<file path="src/rtl/reorder_buffer_pkg.sv">
// Shared constants and tag/index helpers for the reorder buffer.
package reorder_buffer_pkg;

    localparam int ROB_SIZE = 16;
    localparam int TAG_W    = 5;
    localparam int IDX_W    = 4;

    localparam logic [TAG_W-1:0] NO_TAG     = '0;
    localparam logic [IDX_W:0]   FULL_COUNT = (IDX_W+1)'(ROB_SIZE);

    // Tags are entry index plus one so that tag 0 can mean "no producer".
    function automatic logic [TAG_W-1:0] idx_to_tag(input logic [IDX_W-1:0] idx);
        return {1'b0, idx} + 5'd1;
    endfunction

    function automatic logic [IDX_W-1:0] tag_to_idx(input logic [TAG_W-1:0] tag);
        logic [TAG_W-1:0] t;
        t = tag - 5'd1;
        return t[IDX_W-1:0];
    endfunction

    function automatic logic tag_in_range(input logic [TAG_W-1:0] tag);
        return (tag != NO_TAG) && (tag <= TAG_W'(ROB_SIZE));
    endfunction

endpackage

</file>
<file path="src/rtl/reorder_buffer.sv">
// In-order retirement queue: hands out rename tags, collects CDB results,
// commits one instruction per cycle and triggers rollback on a mispredict.
module reorder_buffer
    import reorder_buffer_pkg::*;
(
    input  logic             clk_in,
    input  logic             rst_in,
    input  logic             rdy_in,
    input  logic             en_signal_from_dispatcher,
    input  logic [4:0]       rd_from_dispatcher,
    input  logic             is_branch_from_dispatcher,
    input  logic             is_store_from_dispatcher,
    input  logic             pred_jump_from_dispatcher,
    input  logic [31:0]      alt_pc_from_dispatcher,
    output logic [TAG_W-1:0] Q_to_dispatcher,
    output logic             full_to_dispatcher,
    input  logic [TAG_W-1:0] Q1_from_dispatcher,
    input  logic [TAG_W-1:0] Q2_from_dispatcher,
    output logic             ready1_to_dispatcher,
    output logic             ready2_to_dispatcher,
    output logic [31:0]      V1_to_dispatcher,
    output logic [31:0]      V2_to_dispatcher,
    input  logic             cdb_valid,
    input  logic [TAG_W-1:0] cdb_Q,
    input  logic [31:0]      cdb_V,
    input  logic             cdb_jump,
    output logic             commit_flag_to_regfile,
    output logic [4:0]       rd_to_regfile,
    output logic [TAG_W-1:0] Q_to_regfile,
    output logic [31:0]      V_to_regfile,
    output logic             commit_store_to_lsb,
    output logic             rollback_flag,
    output logic [31:0]      target_pc_to_if
);

    logic [ROB_SIZE-1:0] busy;
    logic                ready_q       [ROB_SIZE];
    logic [4:0]          rd_q          [ROB_SIZE];
    logic [31:0]         value_q       [ROB_SIZE];
    logic                is_branch_q   [ROB_SIZE];
    logic                is_store_q    [ROB_SIZE];
    logic                pred_jump_q   [ROB_SIZE];
    logic                actual_jump_q [ROB_SIZE];
    logic [31:0]         alt_pc_q      [ROB_SIZE];

    logic [IDX_W-1:0] head;
    logic [IDX_W-1:0] tail;
    logic [IDX_W:0]   count;

    logic             full;
    logic             do_commit;
    logic             do_rollback;
    logic             do_alloc;
    logic             do_write;
    logic [IDX_W-1:0] cdb_idx;

    assign full               = (count == FULL_COUNT);
    assign full_to_dispatcher = full;
    assign Q_to_dispatcher    = idx_to_tag(tail);

    // Decide this cycle's commit, mispredict, allocation and CDB writeback.
    always_comb begin
        do_commit   = busy[head] && ready_q[head];
        do_rollback = do_commit && is_branch_q[head] &&
                      (actual_jump_q[head] != pred_jump_q[head]);
        do_alloc    = en_signal_from_dispatcher && !full && !rollback_flag;
        cdb_idx     = tag_to_idx(cdb_Q);
        do_write    = cdb_valid && !rollback_flag && tag_in_range(cdb_Q) && busy[cdb_idx];
    end

    // Operand lookup for the dispatcher, forwarding a same-cycle CDB result.
    always_comb begin
        ready1_to_dispatcher = 1'b0;
        V1_to_dispatcher     = '0;
        ready2_to_dispatcher = 1'b0;
        V2_to_dispatcher     = '0;
        if (Q1_from_dispatcher == NO_TAG) begin
            ready1_to_dispatcher = 1'b1;
        end else if (cdb_valid && cdb_Q == Q1_from_dispatcher) begin
            ready1_to_dispatcher = 1'b1;
            V1_to_dispatcher     = cdb_V;
        end else if (tag_in_range(Q1_from_dispatcher)) begin
            ready1_to_dispatcher = ready_q[tag_to_idx(Q1_from_dispatcher)];
            V1_to_dispatcher     = value_q[tag_to_idx(Q1_from_dispatcher)];
        end
        if (Q2_from_dispatcher == NO_TAG) begin
            ready2_to_dispatcher = 1'b1;
        end else if (cdb_valid && cdb_Q == Q2_from_dispatcher) begin
            ready2_to_dispatcher = 1'b1;
            V2_to_dispatcher     = cdb_V;
        end else if (tag_in_range(Q2_from_dispatcher)) begin
            ready2_to_dispatcher = ready_q[tag_to_idx(Q2_from_dispatcher)];
            V2_to_dispatcher     = value_q[tag_to_idx(Q2_from_dispatcher)];
        end
    end

    // Queue state and registered commit/rollback outputs; pulses drop every cycle without a commit.
    always_ff @(posedge clk_in) begin
        if (rst_in) begin
            head                   <= '0;
            tail                   <= '0;
            count                  <= '0;
            busy                   <= '0;
            commit_flag_to_regfile <= 1'b0;
            rd_to_regfile          <= '0;
            Q_to_regfile           <= '0;
            V_to_regfile           <= '0;
            commit_store_to_lsb    <= 1'b0;
            rollback_flag          <= 1'b0;
            target_pc_to_if        <= '0;
            for (int i = 0; i < ROB_SIZE; i++) begin
                ready_q[i]       <= 1'b0;
                rd_q[i]          <= '0;
                value_q[i]       <= '0;
                is_branch_q[i]   <= 1'b0;
                is_store_q[i]    <= 1'b0;
                pred_jump_q[i]   <= 1'b0;
                actual_jump_q[i] <= 1'b0;
                alt_pc_q[i]      <= '0;
            end
        end else begin
            commit_flag_to_regfile <= 1'b0;
            commit_store_to_lsb    <= 1'b0;
            rollback_flag          <= 1'b0;
            if (rdy_in) begin
                if (do_commit) begin
                    commit_flag_to_regfile <= 1'b1;
                    rd_to_regfile          <= rd_q[head];
                    Q_to_regfile           <= idx_to_tag(head);
                    V_to_regfile           <= value_q[head];
                    commit_store_to_lsb    <= is_store_q[head];
                end
                if (do_rollback) begin
                    rollback_flag   <= 1'b1;
                    target_pc_to_if <= alt_pc_q[head];
                    busy            <= '0;
                    head            <= '0;
                    tail            <= '0;
                    count           <= '0;
                end else begin
                    if (do_write) begin
                        ready_q[cdb_idx]       <= 1'b1;
                        value_q[cdb_idx]       <= cdb_V;
                        actual_jump_q[cdb_idx] <= cdb_jump;
                    end
                    if (do_commit) begin
                        busy[head] <= 1'b0;
                        head       <= head + 4'd1;
                    end
                    if (do_alloc) begin
                        busy[tail]        <= 1'b1;
                        ready_q[tail]     <= 1'b0;
                        rd_q[tail]        <= rd_from_dispatcher;
                        is_branch_q[tail] <= is_branch_from_dispatcher;
                        is_store_q[tail]  <= is_store_from_dispatcher;
                        pred_jump_q[tail] <= pred_jump_from_dispatcher;
                        alt_pc_q[tail]    <= alt_pc_from_dispatcher;
                        tail              <= tail + 4'd1;
                    end
                    case ({do_alloc, do_commit})
                        2'b10:   count <= count + 5'd1;
                        2'b01:   count <= count - 5'd1;
                        default: count <= count;
                    endcase
                end
            end
        end
    end

endmodule

</file>
<file path="config.mk">
export PLATFORM = sky130hd
export DESIGN_NAME = reorder_buffer
export DESIGN_NICKNAME = d
export VERILOG_FILES = /design/src/rtl/reorder_buffer_pkg.sv /design/src/rtl/reorder_buffer.sv
export SDC_FILE = /design/constraint.sdc
export NUM_CORES = 2
export LEC_CHECK = 0
export CORE_MARGIN = 2
export CORE_UTILIZATION = 60
export CTS_BUF_LIST = sky130_fd_sc_hd__clkbuf_16
export DETAILED_ROUTE_END_ITERATION = 8
export GPL_TIMING_DRIVEN = 0
export MAX_ROUTING_LAYER = met4
export PLACE_DENSITY = 0.81
export SLEW_MARGIN = 20
export SYNTH_ARGS = -nofsm -noshare
export SYNTH_HDL_FRONTEND = slang
export SYNTH_SLANG_ARGS = --single-unit
</file>
<file path="constraint.sdc">
create_clock -name clk_in -period 9.89 [get_ports clk_in]
set_input_delay 2.967 -clock clk_in [delete_from_list [all_inputs] [get_ports clk_in]]
set_output_delay 2.967 -clock clk_in [all_outputs]
set_load 0.02 [all_outputs]
</file>
# [Word level (Yosys, flattened, before mapping)]
# Memories as Yosys holds them, arrays and structs flattened. A register that Yosys moved wholly into a read port is not among the register bits.
# Index checks and enable logic that the tools add are counted.
[classes] mux=81 addsub=9 n_bitwise=5 order_cmp=8 n_eq_ne=6 reduce_logical=41
[op_table] operator="2-to-1 mux 32 bit" n=8
[op_table] operator="2-to-1 mux 16 bit" n=6
[op_table] operator="2-to-1 mux 4 bit" n=21
[op_table] operator="OR reduction 32 bit" n=2
[op_table] operator="2-to-1 mux 1 bit" n=39
[op_table] operator="AND 16 bit" n=1
[op_table] operator="inverter 16 bit" n=1
[op_table] operator="bitwise OR 16 bit" n=1
[op_table] operator="<= comparator 5 bit (second input constant)" n=3
[op_table] operator="logical AND 1 bit" n=15
[op_table] operator="< comparator 4 x 5 -> 1 bit (second input constant)" n=3
[op_table] operator="nonzero test 5 bit" n=3
[op_table] operator="subtractor 4 x 1 -> 4 bit (second input constant)" n=3
[op_table] operator="adder 4 x 1 -> 5 bit (second input constant)" n=2
[op_table] operator="== test 5 bit" n=2
[op_table] operator="zero test 5 bit" n=2
[op_table] operator="2-to-1 mux 5 bit" n=2
[op_table] operator="case mux 5 bit (2 select lines)" n=1
[op_table] operator="AND reduction 2 bit" n=5
[op_table] operator="adder 4 x 1 -> 4 bit (second input constant)" n=2
[op_table] operator="binary-select mux 1 bit (select 4 bit)" n=2
[op_table] operator="demux 1 bit (select 4 bit)" n=2
[op_table] operator=">= comparator 4 x 1 -> 1 bit (second input constant)" n=2
[op_table] operator="OR reduction 1 bit" n=6
[op_table] operator="13 further kinds" n=16
[totals] ramBits=1184 wordCells=165 memories=8 reg_bits=36
[memory_table] name="alt_pc_q" depth=16 word_bits=32 read_ports=1 rd_clocked_by_memory_dff=1 wr=16 line="reorder_buffer.sv:44" source="logic [31:0] alt_pc_q [ROB_SIZE];"
[memory_table] name="value_q" depth=16 word_bits=32 read_ports=3 rd_clocked_by_memory_dff=1 wr=16 line="reorder_buffer.sv:39" source="logic [31:0] value_q [ROB_SIZE];"
[memory_table] name="rd_q" depth=16 word_bits=5 read_ports=1 rd_clocked_by_memory_dff=1 wr=16 line="reorder_buffer.sv:38" source="logic [4:0] rd_q [ROB_SIZE];"
[memory_table] name="actual_jump_q" depth=16 word_bits=1 read_ports=1 rd_clocked_by_memory_dff=1 wr=16 line="reorder_buffer.sv:43" source="logic actual_jump_q [ROB_SIZE];"
[memory_table] name="is_branch_q" depth=16 word_bits=1 read_ports=1 rd_clocked_by_memory_dff=1 wr=16 line="reorder_buffer.sv:40" source="logic is_branch_q [ROB_SIZE];"
[memory_table] name="is_store_q" depth=16 word_bits=1 read_ports=1 rd_clocked_by_memory_dff=1 wr=16 line="reorder_buffer.sv:41" source="logic is_store_q [ROB_SIZE];"
[memory_table] name="2 more memories"

# [Logic depth before layout (Yosys ltp)]
[depth] word_depth=13 mapped_depth=14

# [Worst setup path after synthesis]
# OpenSTA, ideal clock, no wires.
[synth_path] path_type="input-to-output" from="input Q2_from_dispatcher[0]" to="output V2_to_dispatcher[23]" n_path_buf=5 path_stages=12 arrival_time_ns=6.169 path_slack_ns=0.754 path_cell_list="clkbuf_1 -> clkbuf_1 -> buf_2 -> inv_1 -> ha_1 -> xnor2_1 -> clkbuf_1 -> buf_1 -> mux2i_1 -> a21oi_1 -> a22oi_1 -> nor2_1"
[synth_between] elab_chain_cells=5 word_cells_on_any_way=11
[synth_lines] element="start: declaration" line="reorder_buffer.sv:18" source="input logic [TAG_W-1:0] Q2_from_dispatcher,"
[synth_lines] element="subtractor 4 x 1 -> 4 bit, or another cell as far along" line="reorder_buffer_pkg.sv:18" source="t = tag - 5'd1;"
[synth_lines] element="memory (16 x 32 bit) / logical AND 1 bit (equally long branches)"
[synth_lines] element="2-to-1 mux 32 bit" line="reorder_buffer.sv:91" source="end else if (tag_in_range(Q2_from_dispatcher)) begin"
[synth_lines] element="2-to-1 mux 32 bit" line="reorder_buffer.sv:88" source="end else if (cdb_valid && cdb_Q == Q2_from_dispatcher) begin"
[synth_lines] element="2-to-1 mux 32 bit (*)" line="reorder_buffer.sv:86" source="if (Q2_from_dispatcher == NO_TAG) begin"
[synth_lines] element="end: declaration" line="reorder_buffer.sv:22" source="output logic [31:0] V2_to_dispatcher,"
# Mark *: on every way between the ends. The rest lies on a longest branch, timed or not.

# [Worst setup path after layout]
[layout_path] from="input Q1_from_dispatcher[0]" to="output V1_to_dispatcher[0]"
[layout_between] elab_chain_cells=5 word_cells_on_any_way=11
[layout_lines] element="start: declaration" line="reorder_buffer.sv:17" source="input logic [TAG_W-1:0] Q1_from_dispatcher,"
[layout_lines] element="subtractor 4 x 1 -> 4 bit, or another cell as far along" line="reorder_buffer_pkg.sv:18"
[layout_lines] element="memory (16 x 32 bit) / logical AND 1 bit (equally long branches)"
[layout_lines] element="2-to-1 mux 32 bit" line="reorder_buffer.sv:82" source="end else if (tag_in_range(Q1_from_dispatcher)) begin"
[layout_lines] element="2-to-1 mux 32 bit" line="reorder_buffer.sv:79" source="end else if (cdb_valid && cdb_Q == Q1_from_dispatcher) begin"
[layout_lines] element="2-to-1 mux 32 bit (*)" line="reorder_buffer.sv:77" source="if (Q1_from_dispatcher == NO_TAG) begin"
[layout_lines] element="end: declaration" line="reorder_buffer.sv:21" source="output logic [31:0] V1_to_dispatcher,"
# Marks and branches as above.

==> reports/results.ini <==
[status]
status = complete, but fails checks
violations = negative setup slack

[clock_network]
root_buffer = clkbuf_16
postCtsHoldBufs = 0
cts_buffer_depth = 3
numCtsBuffers = 139
cts_sinks = 1294
cts_tree = done
cts.htree.levels = 4
worstSkewPairLatency_ns = 0.80
clk_pin_slew_worst_paths_ns = 0.06

[hold_path]
hp-class = flop to flop
hp-start = rd_to_regfile[2]$_SDFFE_PP0P_

[placement]
place_hpwl_um = 152000
place_congestion = 0.995
portBuffers = 237

[grt]
grt_pass1_vias = 46690
grt_first_pass_wirelength_um = 325000
grt_overflow = 0
grt_max_degree = 41
antenna_found_initial = 16
track_usage = 0.411

[yosys]
synth_cells = 4530
yosys_warnings = 0
ys_async_sr_fraction = 0
synth_cell_types = 66
synth_flop_cell = edfxtp_1
synth_seq_cells = 1294
synth-edff-count = 1168
seq_area_frac_synth = 0.551
avgSynthCellArea_um2 = 15.1
syn_nets = 4644
syn-cell-area_um2 = 68300

[timing]
period_needed_ns = 9.99
hold_viol_final = 0
fin_tns_setup_ns = -0.365
slew_headroom = 0.118
period_share = 1.01
finalSetupViolCount = 7
fin_ws_ns = -0.0992
max_freq_ghz = 0.100
rsz0062_at_grt = no
maxSlewViolCount = 0
timing.hold.ws_ns = 0.456
clock_skew_ns = 0.0339
worstMarginPinSlew_ns = 1.32

[worst_setup_path]
slowest_stage = clkdlybuf4s50_1
crit_family = buffers and inverters
reg2reg_from = head[2]$_SDFFE_PP0P_
critPathBufInv = 7
critPathCaptureType = primary output
cp_data_arrival_time_ns = 7.02
critPathLaunch = Q1_from_dispatcher[0]
worstPathRequired_ns = 6.92
worstSetupPathType = primary input to primary output
slowest_delay_ns = 0.69
cp_cell_sequence = buf_4, buf_6, buf_6, inv_1, ha_4, xnor2_4, clkbuf_4, buf_4, a211oi_1, a21oi_1, a22oi_1, nor2_1, clkdlybuf4s50_1
path_max_fanout = 11
start_kind = primary input

[power]
fin_total_pwr_mw = 12.7
peakVddDrop_mv = 0.152
powerDensity_nw_per_um2 = 164
leakagePower_nw = 27.2

[die]
die_h_um = 341
die_x_um = 341
row_count = 123
core_um2 = 113000
initial_core_util = 0.606
ioPinCount = 242
die_area_um2 = 116000

[routing]
wl_per_cell_um = 35.3
via_count = 46559
dr.pass1.iters = 6
drt-initial-drc-count = 7586
wl_um = 231000
drc_errors = 0
avgViaCountPerCell = 7.11
drtAntennaViolNets = 0

[finish]
final_core_utilization = 0.688
drive_gt1_frac = 0.236
register_area_um2 = 37600
nFillCells = 7431
final_nets = 5029
multi_input_area_um2 = 28300
mostFrequentLayoutCells = and2_1, edfxtp_1, mux4_2, clkdlybuf4s50_1, clkbuf_1
final_common_cell = and2_1
syn_to_final_growth_pct = 13.6

[job]
max_cap_viol_count = 0

## through the flow
stage,cells,cell area (um2),setup slack (ns)
after floorplan,4530,68300,0.754
after global routing,6549,77500,0.0180
after global placement,6267,72500,-3.11
after CTS,6531,77400,-0.00348
final,6552,77500,-0.0992
after detailed placement,6273,72800,-2.62
## tightest hold or removal path, cell delays in order (launching register included)
cell and delay (ns):
dfxtp_1 0.31, nand2_1 0.05, a21oi_1 0.05
## cells in the mapped netlist (69+ instances only)
cell type,instances,share of area
and2_1,1171,0.11
edfxtp_1,1168,0.51
mux4_2,627,0.21
clkbuf_1,249,0.014
a21oi_1,144,0.011
nand2_1,142,0.0078
dfxtp_1,126,0.037
nor2b_1,94,0.0086
buf_6,87,0.014
nor2_1,76,0.0042
mux2i_1,72,0.011
a211oi_1,69,0.0076
buf_2,69,0.0051
## report_power, final
part	internal, mW	switching, mW	leakage (nW)
logic	0.506	0.800	11.8
registers	6.12	0.0921	13.1
clock network	2.88	2.31	2.29
## routing by layer
metal  global-route usage  vias to the layer above  part of all wire
met1                0.476                    22970              0.32
met5                    -                        -                 0
met4                0.254                        0             0.072
met3                0.149                     1072              0.15
met2                0.612                     4427              0.46
li1                     -                    18090                 -
## worst paths after layout
check                                  endpoint  slack [ns]  cells after the start
hold reg to reg   rd_to_regfile[2]$_SDFFE_PP0P_        0.46                      2
hold / removal    rd_to_regfile[2]$_SDFFE_PP0P_        0.46                      2
setup / recovery            V1_to_dispatcher[0]        -0.1                     13
setup reg to reg   alt_pc_q[1][9]$_SDFFCE_PN0P_        5.18                      8
## state kept, by name, summed over array words and instances, names as in the netlist, 32 cells and up, named ones only
signal           flops
value_q            512
V_to_regfile        32
target_pc_to_if     32
alt_pc_q           512
rd_q                80
## timing repair
| action | CTS | global route |
|---|---|---|
| pin swaps | 0 | 1 |
| gates cloned | 0 | 0 |
| resized for setup | 100 | 27 |
| endpoints found under the setup margin | 66 | 57 |
| buffers inserted | 0 | 1 |
## layout make-up
| type | count | share of cell area |
|---|---|---|
| Clock buffer | 141 | 0.0455 |
| Multi-Input combinational cell | 2775 | 0.365 |
| Timing Repair Buffer | 246 | 0.0327 |
| Buffer | 440 | 0.0341 |
| Clock inverter | 119 | 0.0119 |
| Antenna cell | 18 | 0.000581 |
| Inverter | 19 | 0.000920 |
| Sequential cell | 1294 | 0.485 |
| Tap cell | 1500 | 0.0242 |
## kinds of logic after synthesis
group                      share of synthesized area
AOI/OAI and AO/OA                             0.0362
adders and majority gates                    0.00385
DFF                                            0.551
muxes                                          0.218
xor gates and xnor gates                     0.00458
buffers and inverters                         0.0369
and+or+nand+nor                                0.150
Note: power is estimated with default switching activity, not from simulation.
